File: config.mk
export PLATFORM = sky130hd
export DESIGN_NAME = alu_cmd_sequencer
export DESIGN_NICKNAME = d
export VERILOG_FILES = /design/src/rtl/alu_cmd_sequencer.sv
export SDC_FILE = /design/constraint.sdc
export NUM_CORES = 1
export LEC_CHECK = 0
export BUFFER_PORTS_ARGS = -buffer_cell sky130_fd_sc_hd__buf_2
export CORE_MARGIN = 2
export CORE_UTILIZATION = 46
export DETAILED_ROUTE_END_ITERATION = 8
export PLACE_DENSITY = 0.75
export SYNTH_ARGS = -nofsm -noshare
export SYNTH_HDL_FRONTEND = slang
export SYNTH_SLANG_ARGS = --single-unit
export TNS_END_PERCENT = 5
File: constraint.sdc
create_clock -name Clk -period 2.3 [get_ports Clk]
set_input_delay 0.345 -clock Clk [delete_from_list [all_inputs] [get_ports Clk]]
set_output_delay 0.345 -clock Clk [all_outputs]
set_load 0.05 [all_outputs]
File: src/rtl/alu_cmd_sequencer.sv
// Purpose : decodes 16-bit instructions and drives the ALU command strobes; returns dout on READ.
// Latency : 2+ALU_LAT cycles per LOAD/EXEC/INC/CLR/READ; 1 cycle per NOP/HALT/illegal.
// Backpress: instr_ready only in IDLE; a READ result is held on res_* until res_ready.
//
// Ports: Clk/RSTn (async active-low); instr/instr_valid/instr_ready in; resume leaves HALTED;
//        BusOut/Wen/INC/RST/alu_op to ALU, dout from ALU; res_data/res_valid/res_ready out;
//        halted, sticky illegal, retired_cnt (live only with SEQ_RETIRE_CNT_EN defined).
module alu_cmd_sequencer #(
    parameter int DW      = 8,
    parameter int ALU_LAT = 1
) (
    input  logic          Clk,
    input  logic          RSTn,
    input  logic [15:0]   instr,
    input  logic          instr_valid,
    output logic          instr_ready,
    input  logic          resume,
    output logic [DW-1:0] BusOut,
    output logic          Wen,
    output logic          INC,
    output logic          RST,
    output logic [2:0]    alu_op,
    input  logic [DW-1:0] dout,
    output logic [DW-1:0] res_data,
    output logic          res_valid,
    input  logic          res_ready,
    output logic          halted,
    output logic          illegal,
    output logic [15:0]   retired_cnt
);

    typedef enum logic [2:0] {S_IDLE, S_ISSUE, S_WAIT, S_RESULT, S_HALTED} state_t;

    localparam logic [3:0] OP_NOP  = 4'd0;
    localparam logic [3:0] OP_LOAD = 4'd1;
    localparam logic [3:0] OP_EXEC = 4'd2;
    localparam logic [3:0] OP_INC  = 4'd3;
    localparam logic [3:0] OP_CLR  = 4'd4;
    localparam logic [3:0] OP_READ = 4'd5;
    localparam logic [3:0] OP_HALT = 4'd6;
    localparam logic [2:0] LAT_INIT = 3'(ALU_LAT);

    state_t          state_q, state_d;
    logic [3:0]      op_q, op_d;
    logic [DW-1:0]   bus_q, bus_d;
    logic [2:0]      alu_op_q, alu_op_d;
    logic [2:0]      cnt_q, cnt_d;
    logic [DW-1:0]   res_data_q, res_data_d;
    logic            res_valid_q, res_valid_d;
    logic            illegal_q, illegal_d;
    logic            instr_ready_q, instr_ready_d;
    logic            retire;
    logic [DW-1:0]   imm_ext;

    assign imm_ext = DW'(instr[7:0]);

    always_comb begin
        state_d     = state_q;
        op_d        = op_q;
        bus_d       = bus_q;
        alu_op_d    = alu_op_q;
        cnt_d       = cnt_q;
        res_data_d  = res_data_q;
        res_valid_d = res_valid_q;
        illegal_d   = illegal_q;
        retire      = 1'b0;
        case (state_q)
            S_IDLE: begin
                if (instr_valid && instr_ready_q) begin
                    op_d = instr[15:12];
                    case (instr[15:12])
                        OP_NOP:  retire = 1'b1;
                        OP_HALT: begin
                            retire  = 1'b1;
                            state_d = S_HALTED;
                        end
                        OP_LOAD: begin
                            bus_d   = imm_ext;
                            state_d = S_ISSUE;
                        end
                        OP_EXEC: begin
                            bus_d    = imm_ext;
                            alu_op_d = instr[10:8];
                            state_d  = S_ISSUE;
                        end
                        OP_INC, OP_CLR, OP_READ: state_d = S_ISSUE;
                        default: begin
                            illegal_d = 1'b1;
                            retire    = 1'b1;
                        end
                    endcase
                end
            end
            S_ISSUE: begin
                cnt_d   = LAT_INIT;
                state_d = S_WAIT;
            end
            S_WAIT: begin
                cnt_d = cnt_q - 3'd1;
                // cnt_q==1 is the last wait cycle: dout now reflects the strobe.
                if (cnt_q == 3'd1) begin
                    retire = 1'b1;
                    if (op_q == OP_READ) begin
                        res_data_d  = dout;
                        res_valid_d = 1'b1;
                        state_d     = S_RESULT;
                    end else begin
                        state_d = S_IDLE;
                    end
                end
            end
            S_RESULT: begin
                if (res_valid_q && res_ready) begin
                    res_valid_d = 1'b0;
                    state_d     = S_IDLE;
                end
            end
            S_HALTED: begin
                if (resume) state_d = S_IDLE;
            end
            default: state_d = S_IDLE;
        endcase
        // Registered so it stays 0 while reset is asserted and rises one edge after release.
        instr_ready_d = (state_d == S_IDLE);
    end

    always_ff @(posedge Clk or negedge RSTn) begin
        if (!RSTn) begin
            state_q       <= S_IDLE;
            op_q          <= OP_NOP;
            bus_q         <= '0;
            alu_op_q      <= '0;
            cnt_q         <= '0;
            res_data_q    <= '0;
            res_valid_q   <= 1'b0;
            illegal_q     <= 1'b0;
            instr_ready_q <= 1'b0;
        end else begin
            state_q       <= state_d;
            op_q          <= op_d;
            bus_q         <= bus_d;
            alu_op_q      <= alu_op_d;
            cnt_q         <= cnt_d;
            res_data_q    <= res_data_d;
            res_valid_q   <= res_valid_d;
            illegal_q     <= illegal_d;
            instr_ready_q <= instr_ready_d;
        end
    end

    // Strobes decode the state register only, so they are single-cycle and 0 in reset.
    assign Wen         = (state_q == S_ISSUE) && (op_q == OP_LOAD);
    assign INC         = (state_q == S_ISSUE) && (op_q == OP_INC);
    assign RST         = (state_q == S_ISSUE) && (op_q == OP_CLR);
    assign BusOut      = bus_q;
    assign alu_op      = alu_op_q;
    assign res_data    = res_data_q;
    assign res_valid   = res_valid_q;
    assign instr_ready = instr_ready_q;
    assign halted      = (state_q == S_HALTED);
    assign illegal     = illegal_q;

`ifdef SEQ_RETIRE_CNT_EN
    logic [15:0] retired_cnt_q, retired_cnt_d;

    always_comb begin
        retired_cnt_d = retired_cnt_q;
        if (retire) retired_cnt_d = retired_cnt_q + 16'd1;
    end

    always_ff @(posedge Clk or negedge RSTn) begin
        if (!RSTn) retired_cnt_q <= '0;
        else       retired_cnt_q <= retired_cnt_d;
    end

    assign retired_cnt = retired_cnt_q;

    logic unused_bits;
    assign unused_bits = instr[11];
`else
    assign retired_cnt = '0;

    logic unused_bits;
    assign unused_bits = ^{instr[11], retire};
`endif

endmodule

== Word-level counts from Yosys, hierarchy flattened ==
Index checks and enable logic that the tools add are counted.

* Input port bits: 29
* Output and inout port bits: 42
* Word-level logic and storage cells: 60
* Flip-flop bits (word level): 32

* Add/sub/neg operators: 1
* Muxes and demuxes: 12
* Equality and inequality tests: 18
* Bitwise logic cells: 1
* Reductions and logical operators: 19

{| class="wikitable"
|+ Operators by type and width
! cell !! number
|-
| equality test 4 x 3 -> 1 bit (second input constant) || 5
|-
| case mux 3 bit (5 select lines) || 1
|-
| equality test 4 x 2 -> 1 bit (second input constant) || 3
|-
| two-way mux 3 bit || 4
|-
| case mux 3 bit (2 select lines) || 2
|-
| AND reduction 3 bit || 4
|-
| equality test 4 x 1 -> 1 bit (second input constant) || 2
|-
| OR reduction 7 bit || 1
|-
| equality test 3 x 1 -> 1 bit (second input constant) || 2
|-
| equality test 3 x 2 -> 1 bit (second input constant) || 2
|-
| zero test 3 bit || 2
|-
| != test 2 bit (second input constant) || 3
|-
| logical AND 1 bit || 5
|-
| OR reduction 5 bit || 1
|-
| zero test 4 bit || 1
|-
| AND reduction 4 bit || 1
|-
| nonzero test 2 bit || 2
|-
| equality test 3 bit (second input constant) || 1
|-
| two-way mux 1 bit || 3
|-
| subtractor 3 x 1 -> 3 bit (second input constant) || 1
|-
| two-way mux 2 bit || 1
|-
| case mux 1 bit (2 select lines) || 1
|-
| AND reduction 2 bit || 1
|-
| OR reduction 2 bit || 1
|-
| inverter 1 bit || 1
|}

== Longest topological paths before layout ==
Gate-level depths: netlist of run 1.

* Word-level depth: 6
* Gate-level depth with buffers: 5

== Worst setup path before layout of run 1 ==
No wires, ideal clock.

* Kind: reg2out
* From: register state_q[2]
* To: output INC
* Arrival: 2.593 ns
* Cell stages (with the launch flop): 3
* Required time: 1.955 ns
* Path slack: -0.638 ns
* Cells stage by stage: dfrtp_1 > or3b_2 > nor4b_1

* Longest elaborated chain between the ends: 2

{| class="wikitable"
|+ Ends and longest elaborated chain
! what !! RTL line !! RTL
|-
| start: declaration || 43 || <nowiki>state_t state_q, state_d;</nowiki>
|-
| start signal: assignment || 139 || <nowiki>state_q <= state_d;</nowiki>
|-
| equality test 3 x 1 -> 1 bit || 153 || <nowiki>assign INC = (state_q == S_ISSUE) && (op_q == OP_INC);</nowiki>
|-
| logical AND 1 bit || 153 ||
|-
| end: declaration || 20 || <nowiki>output logic INC,</nowiki>
|}

Every way passes these cells.

== Worst setup path after layout of run 1 ==
* From: register state_q[0]
* To: output INC

The elaborated chain is that of the path after synthesis.

==> results of run 1 <==
[worst min path at each step]
stage	start	to	slack, ps	cells after the start
after floorplan	RSTn	BusOut[0]$_DFFE_PN0P_	50	0
after global placement	RSTn	BusOut[7]$_DFFE_PN0P_	400	1
after detailed placement	RSTn	BusOut[6]$_DFFE_PN0P_	430	1
after CTS	RSTn	op_q[2]$_DFFE_PN0P_	60	1
after global routing	RSTn	illegal$_DFFE_PN0P_	90	1
final	RSTn	op_q[2]$_DFFE_PN0P_	50	1
[logic make-up after synthesis]
logic type      Yosys count
compound gates           11
xor+xnor                  1
fa+ha+maj                 2
buf+inv                  21
flops                    32
mux                      23
other cells               1
simple gates             31
[routing by layer]
metal	up-vias	share of wire	global-route usage
met5	-	0	0
met4	0	0.012	0.0729
met3	5	0.098	0.0882
met2	54	0.51	0.277
met1	517	0.38	0.194
li1	522	-	-
[state kept, by name, summed over array words and instances, names as in the netlist]
name	flops
BusOut	8
alu_op	3
cnt_q	3
illegal	1
instr_ready	1
op_q	4
res_data	8
res_valid	1
state_q	3
[layout by cell type, fill, tap and decap left out, types with 2 or more instances in the layout]
cell | synthesis | layout
sky130_fd_sc_hd__buf_2 | 0 | 51
sky130_fd_sc_hd__buf_4 | 16 | 3
sky130_fd_sc_hd__clkbuf_4 | 0 | 6
sky130_fd_sc_hd__conb_1 | 1 | 16
sky130_fd_sc_hd__dfrtp_1 | 32 | 32
sky130_fd_sc_hd__ha_1 | 2 | 2
sky130_fd_sc_hd__inv_1 | 4 | 4
sky130_fd_sc_hd__mux2_2 | 20 | 20
sky130_fd_sc_hd__mux2_4 | 3 | 3
sky130_fd_sc_hd__nand2_1 | 8 | 8
sky130_fd_sc_hd__nand2b_1 | 2 | 2
sky130_fd_sc_hd__nor2_1 | 3 | 3
sky130_fd_sc_hd__nor3b_1 | 2 | 2
sky130_fd_sc_hd__o211ai_1 | 2 | 2
sky130_fd_sc_hd__o21ai_0 | 2 | 2
sky130_fd_sc_hd__or3b_2 | 2 | 2
sky130_fd_sc_hd__or4b_4 | 2 | 2
[power by group through the flow]
stage / registers (mW) / clock network (mW) / logic, mW
floorplan: 1.58 / 0 / 0.519
global placement: 0.959 / 0 / 1.40
detailed placement: 0.984 / 0 / 1.43
CTS: 0.974 / 0.295 / 1.43
global route: 1.01 / 0.323 / 1.50
finish: 0.975 / 0.282 / 1.42
[stage by stage]
stage / area, um2 / power [mW]
2_1_floorplan: 1590 / 2.10
3_3_place_gp: 1800 / 2.36
3_5_place_dp: 1800 / 2.41
4_1_cts: 1840 / 2.70
5_1_grt: 1850 / 2.84
6_report: 1850 / 2.68
[final cells by class]
cell class                 instances  area, um2  area share
timing repair buffer              55        285       0.154
sequential                        32        801       0.432
clock buffer                       6       41.3      0.0223
inverter                           4       15.0     0.00810
tap                               44       55.1      0.0297
multi-input combinational         84        652       0.352
clock inverter                     1       5.00     0.00270
==> impl_table.tex, run 1 <==
\begin{tabular}{lr}
\hline
Metric & Value \\
\hline
\multicolumn{2}{l}{\textbf{Detailed routing}} \\
Residual DRC count & 0 \\
Routed wire length & between 2 and 3 mm \\
Vias per Instance & roughly 4.9 \\
Average detailed-routed wire length per instance & approximately 13 um \\
DRT Pass-1 Iters & 4 \\
Antenna viol nets, final & 0 \\
Iter 0 DRT Violations & 10 \\
Via count of the routed design & between 1000 and 1500 \\
\multicolumn{2}{l}{\textbf{Clocking}} \\
Latest clock arrival within the worst-skew pair & $\sim$330 ps \\
CTS tree & yes \\
Number of buffers on the longest clock path & 2 \\
Clock transition time at the flip-flop clock pins of the worst setup and hold paths & 90 ps \\
CTS H-tree depth & 2 \\
Root buf cell & sky130\_fd\_sc\_hd\_\_clkbuf\_4 \\
Clock tree sinks & 32 \\
Post-CTS repair timing setup buffer count & 0 \\
Number of buffers created by CTS & 5 \\
PostCTS Resize Cnt & 0 \\
Number of hold buffers added after cts & 0 \\
\multicolumn{2}{l}{\textbf{Floorplan}} \\
Horizontal die dimension & around 62 um \\
Floorplan row count & 20 \\
Initial standard-cell utilization of the core & 0.491 \\
Core box area & 3100 um2 \\
Top-Level Pins & slightly above 70 \\
Die Footprint & 3790 um2 \\
Y dimension of the die & 61.5 um \\
\multicolumn{2}{l}{\textbf{Logic synthesis}} \\
Multiplexer area fraction after synthesis & 0.177 \\
Synth Area in Simple Gates & 0.131 \\
Async set-reset flop share out of synthesis & 1.00 \\
Compound-Gate Fraction of Synth Area & 0.0493 \\
Synth top cells by count & 32 x sky130\_fd\_sc\_hd\_\_dfrtp\_1, 20 x sky130\_fd\_sc\_hd\_\_mux2\_2, 16 x sky130\_fd\_sc\_hd\_\_buf\_4 \\
Share of the synthesized netlist area taken by xor and xnor gates & 0.00575 \\
Post-synth cell types & 35 \\
Post-Syn Instances & approximately 120 \\
Largest area contributor in the synthesized netlist & sky130\_fd\_sc\_hd\_\_dfrtp\_1 \\
Synthesis Warnings & 0 \\
Post-Synthesis Cell Area & approximately 1500 um2 \\
Dominant register cell in the synthesized netlist & sky130\_fd\_sc\_hd\_\_dfrtp\_1 \\
Largest cells by area after synthesis & sky130\_fd\_sc\_hd\_\_dfrtp\_1 53\%, sky130\_fd\_sc\_hd\_\_mux2\_2 15\%, sky130\_fd\_sc\_hd\_\_buf\_4 7.9\%, sky130\_fd\_sc\_hd\_\_mux2\_4 3.0\%, sky130\_fd\_sc\_hd\_\_nand2\_1 2.0\% \\
Synth top area share & 0.526 \\
Seq cells post-synth & 32 \\
Combinational family with the most area after synthesis & multiplexers \\
Sequential-to-total area share from yosys stat & 0.526 \\
Number of flops mapped to enable cells by yosys & 0 \\
Most used standard cell by instance count after synthesis & sky130\_fd\_sc\_hd\_\_dfrtp\_1 \\
Mean area per synthesized cell & between 10 and 15 um2 \\
Share of synthesized cell area in full adder, half adder and majority cells & 0.0164 \\
\multicolumn{2}{l}{\textbf{Global route}} \\
Aggregate global-route resource usage & 0.173 \\
Pin count of the biggest net entering global routing & 33 \\
Overflow left after global routing & 0 \\
Antenna violations before repair & 0 \\
Wire length of the first global-routing pass & about 4.7 mm \\
Via count of the first global-routing pass & between 1000 and 1500 \\
\multicolumn{2}{l}{\textbf{Setup path}} \\
Critical path data required time & slightly below 2000 ps \\
R2R Path End & alu\_op[1]\$\_DFFE\_PN0P\_ \\
Worst reg-to-reg path cell count & 3 \\
Worst Setup Start Kind & flip-flop \\
Source of the worst register-to-register timing path & state\_q[0]\$\_DFF\_PN0\_ \\
Delay-heaviest family, CP & simple AND/OR/NAND/NOR gates \\
Start point of the critical path & state\_q[0]\$\_DFF\_PN0\_ \\
Levels on crit path & 3 \\
Critical path capture point type & primary output \\
Largest stage delay, worst path & approximately 550 ps \\
Critical path class & flip-flop to primary output \\
Critical path cell sequence & or3b\_2 > nor4b\_2 > buf\_2 \\
R2R Setup Slk & roughly 280 ps \\
Data arrival time of the critical path & 1910 ps \\
Endpoint of the worst setup timing path & INC \\
Largest fanout on the critical path & 8 \\
Buffers and inverters on the worst path & 1 \\
Cell with the biggest individual delay on the critical path & sky130\_fd\_sc\_hd\_\_or3b\_2 \\
\multicolumn{2}{l}{\textbf{Power and ir drop}} \\
Peak supply drop & between 0.0008 and 0.0009 V \\
Internal power of the cells & 1.36 mW \\
Power density over the cells & $\sim$1400 nW/um2 \\
Net switching power & roughly 1.3 mW \\
Cell leakage power & 0.940 nW \\
Sequential share of power & 0.364 \\
Net switching share of the total power & 0.492 \\
Proportion of power drawn by combinational gates & 0.531 \\
Clk network pwr share & 0.105 \\
\multicolumn{2}{l}{\textbf{Final layout}} \\
Antenna Cells & 0 \\
Final-stage net count & between 200 and 250 \\
Final Util & 0.598 \\
Final Non-Filler Cells & about 230 \\
Area added between synthesis and finish & 21.8\% \\
Filler cell count in the final layout & approximately 260 \\
Share of final-layout standard cells stronger than drive strength 1 & 0.505 \\
\multicolumn{2}{l}{\textbf{STA}} \\
Setup repair after global routing missed its margin & true \\
Final number of setup-violating endpoints & 0 \\
Fin Clk Skew & approximately 9.4 ps \\
Max Transition Viols Final & 0 \\
Transition time at the pin with the least slew margin & around 680 ps \\
Worst Hold Slack & between 50 and 60 ps \\
Highest clock rate & 443 MHz \\
Final worst setup slack & around 44 ps \\
Final period demand of the worst path & approximately 2300 ps \\
Final hold violation count & 0 \\
Relative max-transition margin & 0.544 \\
Setup TNS & 0 ps \\
Period utilization & 0.981 \\
\multicolumn{2}{l}{\textbf{Placement}} \\
Worst slack after detailed placement & 285 ps \\
Global placement routability congestion & about 0.84 \\
IO buf count & 53 \\
Post-detail-place hpwl & between 2 and 2.5 mm \\
Cell total after placement & 219 \\
\multicolumn{2}{l}{\textbf{Outcome}} \\
Outcome & completed \\
\multicolumn{2}{l}{\textbf{Hold path}} \\
Hold/Removal Path Class & primary input to asynchronous set/reset pin \\
\multicolumn{2}{l}{\textbf{Run}} \\
Max-cap check violation count & 0 \\
\hline
\end{tabular}
(Power assumes the default switching activity.)
==> run 2: changes to the inputs <==
--- a/config.mk
+++ b/config.mk
@@ -7,9 +7,9 @@
 export LEC_CHECK = 0
 export BUFFER_PORTS_ARGS = -buffer_cell sky130_fd_sc_hd__buf_2
 export CORE_MARGIN = 2
-export CORE_UTILIZATION = 46
+export CORE_UTILIZATION = 41
 export DETAILED_ROUTE_END_ITERATION = 8
-export PLACE_DENSITY = 0.75
+export PLACE_DENSITY = 0.71
 export SYNTH_ARGS = -nofsm -noshare
 export SYNTH_HDL_FRONTEND = slang
 export SYNTH_SLANG_ARGS = --single-unit
==> constraint.sdc (replaced) <==
create_clock -name Clk -period 1.8 [get_ports Clk]
set_input_delay 0.27 -clock Clk [delete_from_list [all_inputs] [get_ports Clk]]
set_output_delay 0.27 -clock Clk [all_outputs]
set_load 0.05 [all_outputs]
==> impl_table.tex, run 2 (synthesis gave the netlist of run 1 again) <==
\begin{tabular}{lr}
\hline
Metric & Value \\
\hline
\multicolumn{2}{l}{\textbf{Outcome}} \\
Outcome & finished with violations \\
Failing checks & negative setup slack \\
\multicolumn{2}{l}{\textbf{Placement}} \\
Global placement routability congestion & around 0.76 \\
Post-detail-place hpwl & 2.34 mm \\
Worst slack after detailed placement & -130 ps \\
IO buf count & 53 \\
\multicolumn{2}{l}{\textbf{Final layout}} \\
Commonest cells after routing, fill and taps aside & 50 x sky130\_fd\_sc\_hd\_\_buf\_2, 31 x sky130\_fd\_sc\_hd\_\_dfrtp\_1, 20 x sky130\_fd\_sc\_hd\_\_mux2\_2 \\
Share of final-layout standard cells stronger than drive strength 1 & 0.552 \\
Antenna Cells & 0 \\
Total area of sequential cells & between 800 and 900 um2 \\
Final-stage net count & 222 \\
Area added between synthesis and finish & 35.0\% \\
Leading cell type in the layout, fill and taps excluded & sky130\_fd\_sc\_hd\_\_buf\_2 \\
Area of the multi-input gates & around 700 um2 \\
Filler cell count in the final layout & roughly 330 \\
\multicolumn{2}{l}{\textbf{Setup path}} \\
Worst Setup Start Kind & flip-flop \\
Cell with the biggest individual delay on the critical path & sky130\_fd\_sc\_hd\_\_or4b\_4 \\
Critical path data required time & 1960 ps \\
Delay-heaviest family, CP & simple AND/OR/NAND/NOR gates \\
Buffers and inverters on the worst path & 0 \\
Most used cell along the critical path & sky130\_fd\_sc\_hd\_\_or4b\_4 \\
Critical path cell sequence & nor2\_1 > or4b\_4 > or4b\_4 > mux2\_4 \\
Largest stage delay, worst path & between 500 and 600 ps \\
Critical path class & flip-flop to flip-flop \\
Largest fanout on the critical path & 3 \\
Source of the worst register-to-register timing path & state\_q[2]\$\_DFF\_PN0\_ \\
Data arrival time of the critical path & roughly 2100 ps \\
Start point of the critical path & state\_q[2]\$\_DFF\_PN0\_ \\
Critical path capture point type & flip-flop \\
\multicolumn{2}{l}{\textbf{STA}} \\
Worst Hold Slack & 30.0 ps \\
Max Transition Viols Final & 0 \\
Fin Clk Skew & $\sim$10 ps \\
Final hold violation count & 0 \\
Transition time at the pin with the least slew margin & just over 700 ps \\
Period utilization & 1.08 \\
Setup repair after global routing missed its margin & true \\
Setup TNS & -1340 ps \\
Highest clock rate & approximately 520 MHz \\
Relative max-transition margin & 0.530 \\
Final worst setup slack & -141 ps \\
Final period demand of the worst path & 1940 ps \\
Final number of setup-violating endpoints & 13 \\
\multicolumn{2}{l}{\textbf{Detailed routing}} \\
Via count of the routed design & about 1100 \\
Routed wire length & approximately 3.1 mm \\
Antenna viol nets, final & 0 \\
Average detailed-routed wire length per instance & $\sim$13 um \\
Iter 0 DRT Violations & 22 \\
DRT Pass-1 Iters & 4 \\
Vias per Instance & 4.69 \\
Residual DRC count & 0 \\
\multicolumn{2}{l}{\textbf{Power and ir drop}} \\
Net switching share of the total power & 0.468 \\
Proportion of power drawn by combinational gates & 0.524 \\
Net switching power & approximately 1.8 mW \\
Power density over the cells & approximately 1900 nW/um2 \\
Cell leakage power & just over 1 nW \\
Peak supply drop & about 0.0012 V \\
Sequential share of power & 0.319 \\
Internal power of the cells & 2.04 mW \\
Clk network pwr share & 0.157 \\
\multicolumn{2}{l}{\textbf{Floorplan}} \\
Y dimension of the die & between 60 and 70 um \\
Top-Level Pins & a little over 70 \\
Initial standard-cell utilization of the core & 0.422 \\
Floorplan row count & 22 \\
Die Footprint & 4220 um2 \\
Horizontal die dimension & about 65 um \\
Core box area & 3610 um2 \\
\multicolumn{2}{l}{\textbf{Clocking}} \\
Root buf cell & sky130\_fd\_sc\_hd\_\_clkbuf\_8 \\
CTS H-tree depth & 2 \\
Latest clock arrival within the worst-skew pair & around 280 ps \\
Number of buffers created by CTS & 5 \\
Clock transition time at the flip-flop clock pins of the worst setup and hold paths & 70 ps \\
CTS tree & yes \\
Number of buffers on the longest clock path & 2 \\
Clock tree sinks & 32 \\
\multicolumn{2}{l}{\textbf{Global route}} \\
Aggregate global-route resource usage & 0.158 \\
Overflow left after global routing & 0 \\
Via count of the first global-routing pass & about 1100 \\
Antenna violations before repair & 0 \\
Wire length of the first global-routing pass & $\sim$5 mm \\
Pin count of the biggest net entering global routing & 33 \\
\multicolumn{2}{l}{\textbf{Run}} \\
Max-cap check violation count & 0 \\
\multicolumn{2}{l}{\textbf{Hold path}} \\
Hold/Removal Path Class & primary input to asynchronous set/reset pin \\
\hline
\end{tabular}
[run 2: cell count changes in the layout (fill, tap and decap cells not counted), moves of 2 or more]
cell / change
sky130_fd_sc_hd__clkbuf_8: +7
sky130_fd_sc_hd__buf_4: +7
sky130_fd_sc_hd__nor4_4: +2
sky130_fd_sc_hd__clkbuf_4: -6
sky130_fd_sc_hd__buf_6: +4
[run 2: repair_timing]
item,in CTS,in global routing
pin swaps,0,1
hold buffers,0,0
setup buffers,0,1
resized for setup,7,5
endpoints found under the setup margin,14,18
[run 2: worst paths after layout]
check	cells after the start	slack [ps]	to
min in group Clk	2	220	state_q[2]$_DFF_PN0_
max in group asynchronous	1	1280	instr_ready$_DFF_PN0_
worst max-delay path	4	-140	alu_op[1]$_DFFE_PN0P_
worst min register to register	1	480	illegal$_DFFE_PN0P_
worst max register to register	4	-140	alu_op[1]$_DFFE_PN0P_
worst min-delay path	1	30	cnt_q[2]$_DFFE_PN0P_
[run 2: power by group through the flow]
| stage | clock, mW | combinational [mW] | sequential [mW] |
|---|---|---|---|
| 6_report | 0.601 | 2.01 | 1.22 |
| 5_1_grt | 0.651 | 2.12 | 1.26 |
| 4_1_cts | 0.615 | 2.00 | 1.23 |
| 3_5_place_dp | 0 | 1.99 | 1.23 |
| 3_3_place_gp | 0 | 1.95 | 1.21 |
| 2_1_floorplan | 0 | 0.695 | 2.06 |
[run 2: layout make-up]
type                    count  share of cell area
flip-flops and latches     32               0.390
multi-input cells          84               0.344
clock buffers               8              0.0487
inverters                   4             0.00730
well taps                  48              0.0292
repair buffers             64               0.180
[run 2: worst reg2reg max path, stage by stage, from the launching register on]
cell                      delay [ps]
sky130_fd_sc_hd__dfrtp_1         400
sky130_fd_sc_hd__nor2_1           90
sky130_fd_sc_hd__or4b_4          470
sky130_fd_sc_hd__or4b_4          540
sky130_fd_sc_hd__mux2_4          320
[run 2: layer usage]
metal | share of wire | vias to the layer above | GRT usage
met4 | 0.015 | 0 | 0.0638
met2 | 0.50 | 45 | 0.262
met5 | 0 | - | 0
met3 | 0.069 | 5 | 0.0486
li1 | - | 536 | -
met1 | 0.41 | 540 | 0.190
[run 2: through the flow]
| step | total power, mW | util | instance area, um2 | std cells |
|---|---|---|---|---|
| after detailed placement | 3.22 | 0.527 | 1900 | 231 |
| after floorplan | 2.75 | - | 1630 | 137 |
| after global placement | 3.16 | 0.527 | 1900 | 231 |
| after global routing | 4.04 | 0.570 | 2060 | 240 |
| after CTS | 3.85 | 0.561 | 2020 | 239 |
| final | 3.83 | 0.570 | 2060 | 240 |
==> run 3: changes to the inputs <==
--- a/config.mk
+++ b/config.mk
@@ -5,11 +5,13 @@
 export SDC_FILE = /design/constraint.sdc
 export NUM_CORES = 1
 export LEC_CHECK = 0
+export ABC_AREA = 1
 export BUFFER_PORTS_ARGS = -buffer_cell sky130_fd_sc_hd__buf_2
 export CORE_MARGIN = 2
-export CORE_UTILIZATION = 41
+export CORE_UTILIZATION = 43
 export DETAILED_ROUTE_END_ITERATION = 8
-export PLACE_DENSITY = 0.71
+export PLACE_DENSITY = 0.72
+export SLEW_MARGIN = 15
 export SYNTH_ARGS = -nofsm -noshare
 export SYNTH_HDL_FRONTEND = slang
 export SYNTH_SLANG_ARGS = --single-unit
==> impl_table.tex, run 3 <==
\begin{tabular}{lr}
\hline
Metric & Value \\
\hline
\multicolumn{2}{l}{\textbf{Setup path}} \\
Worst Setup Start Kind & flip-flop \\
Levels on crit path & 4 \\
Critical path data required time & 1530 ps \\
Largest fanout on the critical path & 6 \\
R2R Setup Slk & approximately 290 ps \\
Worst reg-to-reg path cell count & 9 \\
Critical path capture point type & primary output \\
Source of the worst register-to-register timing path & cnt\_q[1]\$\_DFFE\_PN0P\_ \\
Data arrival time of the critical path & between 1000 and 1500 ps \\
Critical path class & flip-flop to primary output \\
Largest stage delay, worst path & $\sim$420 ps \\
R2R Path End & instr\_ready\$\_DFF\_PN0\_ \\
Delay-heaviest family, CP & flip-flops \\
Cell with the biggest individual delay on the critical path & sky130\_fd\_sc\_hd\_\_dfrtp\_1 \\
Buffers and inverters on the worst path & 2 \\
Critical path cell sequence & inv\_1 > nand3\_2 > nor4\_1 > clkbuf\_4 \\
\multicolumn{2}{l}{\textbf{Logic synthesis}} \\
Post-synth cell types & 24 \\
Most used standard cell by instance count after synthesis & sky130\_fd\_sc\_hd\_\_nand2\_1 \\
Synthesis Warnings & 0 \\
Largest area contributor in the synthesized netlist & sky130\_fd\_sc\_hd\_\_dfrtp\_1 \\
Async set-reset flop share out of synthesis & 1.00 \\
Mean area per synthesized cell & $\sim$8.6 um2 \\
Synth top cells by count & 45 x sky130\_fd\_sc\_hd\_\_nand2\_1, 39 x sky130\_fd\_sc\_hd\_\_inv\_1, 32 x sky130\_fd\_sc\_hd\_\_dfrtp\_1 \\
Post-Synthesis Cell Area & $\sim$1700 um2 \\
Synth top area share & 0.468 \\
Seq cells post-synth & 32 \\
Post-Syn Instances & 200 \\
Number of flops mapped to enable cells by yosys & 0 \\
Dominant register cell in the synthesized netlist & sky130\_fd\_sc\_hd\_\_dfrtp\_1 \\
Largest cells by area after synthesis & sky130\_fd\_sc\_hd\_\_dfrtp\_1 47\%, sky130\_fd\_sc\_hd\_\_nand2\_1 9.9\%, sky130\_fd\_sc\_hd\_\_inv\_1 8.6\%, sky130\_fd\_sc\_hd\_\_o21ai\_2 8.2\%, sky130\_fd\_sc\_hd\_\_buf\_4 7.5\% \\
Sequential-to-total area share from yosys stat & 0.468 \\
\multicolumn{2}{l}{\textbf{STA}} \\
Highest clock rate & around 590 MHz \\
Relative max-transition margin & 0.547 \\
Fin Clk Skew & approximately 3.3 ps \\
Transition time at the pin with the least slew margin & between 600 and 700 ps \\
Period utilization & 0.937 \\
Final period demand of the worst path & roughly 1700 ps \\
Max Transition Viols Final & 0 \\
Setup repair after global routing missed its margin & false \\
Final worst setup slack & $\sim$110 ps \\
Final hold violation count & 0 \\
Final number of setup-violating endpoints & 0 \\
\multicolumn{2}{l}{\textbf{Floorplan}} \\
Die Footprint & between 4000 and 5000 um2 \\
Horizontal die dimension & 67.1 um \\
Y dimension of the die & 67.1 um \\
Top-Level Pins & 71 \\
Core box area & 3740 um2 \\
Initial standard-cell utilization of the core & 0.457 \\
Floorplan row count & 22 \\
\multicolumn{2}{l}{\textbf{Final layout}} \\
Commonest cells after routing, fill and taps aside & 51 x sky130\_fd\_sc\_hd\_\_buf\_2, 45 x sky130\_fd\_sc\_hd\_\_nand2\_1, 39 x sky130\_fd\_sc\_hd\_\_inv\_1 \\
Antenna Cells & 0 \\
Final instance area & approximately 2000 um2 \\
Leading cell type in the layout, fill and taps excluded & sky130\_fd\_sc\_hd\_\_buf\_2 \\
Filler cell count in the final layout & $\sim$380 \\
Share of final-layout standard cells stronger than drive strength 1 & 0.345 \\
Final Non-Filler Cells & roughly 310 \\
Area added between synthesis and finish & 19.8\% \\
Final-stage net count & roughly 290 \\
\multicolumn{2}{l}{\textbf{Global route}} \\
Wire length of the first global-routing pass & around 4.7 mm \\
Aggregate global-route resource usage & 0.139 \\
Via count of the first global-routing pass & 1119 \\
Antenna violations before repair & 0 \\
Pin count of the biggest net entering global routing & 33 \\
Overflow left after global routing & 0 \\
\multicolumn{2}{l}{\textbf{Detailed routing}} \\
Routed wire length & between 2 and 3 mm \\
Average detailed-routed wire length per instance & $\sim$9.2 um \\
Iter 0 DRT Violations & 40 \\
Antenna viol nets, final & 0 \\
Via count of the routed design & $\sim$1300 \\
Vias per Instance & 4.27 \\
DRT Pass-1 Iters & 4 \\
Residual DRC count & 0 \\
\multicolumn{2}{l}{\textbf{Outcome}} \\
Outcome & completed \\
\multicolumn{2}{l}{\textbf{Placement}} \\
Placed Instance Area & around 1900 um2 \\
Worst slack after detailed placement & 288 ps \\
Global placement routability congestion & between 0.7 and 0.8 \\
Cell total after placement & between 200 and 300 \\
IO buf count & 53 \\
Post-detail-place hpwl & between 2 and 2.5 mm \\
\multicolumn{2}{l}{\textbf{Power and ir drop}} \\
Cell leakage power & about 1.2 nW \\
Power density over the cells & 1800 nW/um2 \\
Total power draw & roughly 3.7 mW \\
Peak supply drop & roughly 0.001 V \\
\multicolumn{2}{l}{\textbf{Clocking}} \\
Clock transition time at the flip-flop clock pins of the worst setup and hold paths & around 60 ps \\
Number of buffers on the longest clock path & 2 \\
Latest clock arrival within the worst-skew pair & 270 ps \\
CTS tree & yes \\
Number of buffers created by CTS & 5 \\
Post-CTS repair timing setup buffer count & 0 \\
Root buf cell & sky130\_fd\_sc\_hd\_\_clkbuf\_8 \\
Clock tree sinks & 32 \\
CTS H-tree depth & 2 \\
\multicolumn{2}{l}{\textbf{Hold path}} \\
Hold/Removal Path Class & primary input to asynchronous set/reset pin \\
\multicolumn{2}{l}{\textbf{Run}} \\
Max-cap check violation count & 0 \\
\hline
\end{tabular}
==> run 3: cell count changes in the layout (fill, tap and decap cells not counted), moves of 4 or more <==
cell,change
sky130_fd_sc_hd__o21ai_0,+9
sky130_fd_sc_hd__nor2_1,+7
sky130_fd_sc_hd__o21ai_2,+16
sky130_fd_sc_hd__inv_1,+35
sky130_fd_sc_hd__mux2_2,-20
sky130_fd_sc_hd__nand2_1,+37
sky130_fd_sc_hd__buf_6,-4
sky130_fd_sc_hd__buf_4,-8
==> run 3: worst max-delay path by stage <==
stage / startpoint / to / slack, ps
floorplan: state_q[2]$_DFF_PN0_ / INC / -570
global placement: cnt_q[1]$_DFFE_PN0P_ / instr_ready$_DFF_PN0_ / 320
detailed placement: cnt_q[1]$_DFFE_PN0P_ / instr_ready$_DFF_PN0_ / 290
CTS: state_q[2]$_DFF_PN0_ / RST / 40
global route: state_q[1]$_DFF_PN0_ / INC / 10
finish: state_q[1]$_DFF_PN0_ / RST / 110
==> run 3: power by group <==
part / switching [mW] / internal [mW]
combinational: 1.44 / 0.487
clock: 0.242 / 0.311
sequential: 0.172 / 1.04
total: 1.85 / 1.83
==> run 3: layout make-up <==
class                           count  area (um2)  share of cell area
Timing Repair Buffer               54         278               0.136
Sequential cell                    32         801               0.391
Multi-Input combinational cell    123         667               0.325
Tap cell                           48        60.1              0.0293
Clock buffer                        8        90.1              0.0440
Inverter                           41         154              0.0751
==> run 3: per-stage QoR <==
step,utilization,setup TNS (ps),hold slack (ps)
finish,0.547,0,30.5
global route,0.547,0,82.9
CTS,0.545,0,55.6
detailed placement,0.521,0,352
global placement,0.521,0,356
floorplan,-,-1320,-25.6
==> run 3: repair_timing <==
action	CTS	global route
endpoints found under the setup margin	0	3
hold buffers	0	0
resized for setup	0	4
==> run 3: cell families after synthesis <==
logic type,share of synthesized area
flops,0.468
other cells,0.00219
compound gates,0.131
buf+inv,0.178
simple gates,0.201
fa+ha+maj,0.0146
xor+xnor,0.00512
==> run 3: per-layer routing <==
layer / part of all wire / vias up / GRT usage / routed length (um)
met4: 0.0088 / 0 / 0.0383 / 25
li1: - / 692 / - / -
met5: 0 / - / 0 / 0
met1: 0.48 / 571 / 0.186 / 1360
met3: 0.081 / 3 / 0.0507 / 229
met2: 0.43 / 41 / 0.210 / 1220
==> run 3: worst reg2reg max path, stage by stage (launching register included) <==
cell                      delay (ps)
sky130_fd_sc_hd__dfrtp_1         360
sky130_fd_sc_hd__inv_1           110
sky130_fd_sc_hd__ha_1            160
sky130_fd_sc_hd__inv_1            40
sky130_fd_sc_hd__nor2_1          200
sky130_fd_sc_hd__nand3_4         260
sky130_fd_sc_hd__nand2_1         130
sky130_fd_sc_hd__inv_1            40
sky130_fd_sc_hd__nand2_1          70
sky130_fd_sc_hd__nor2_1           40
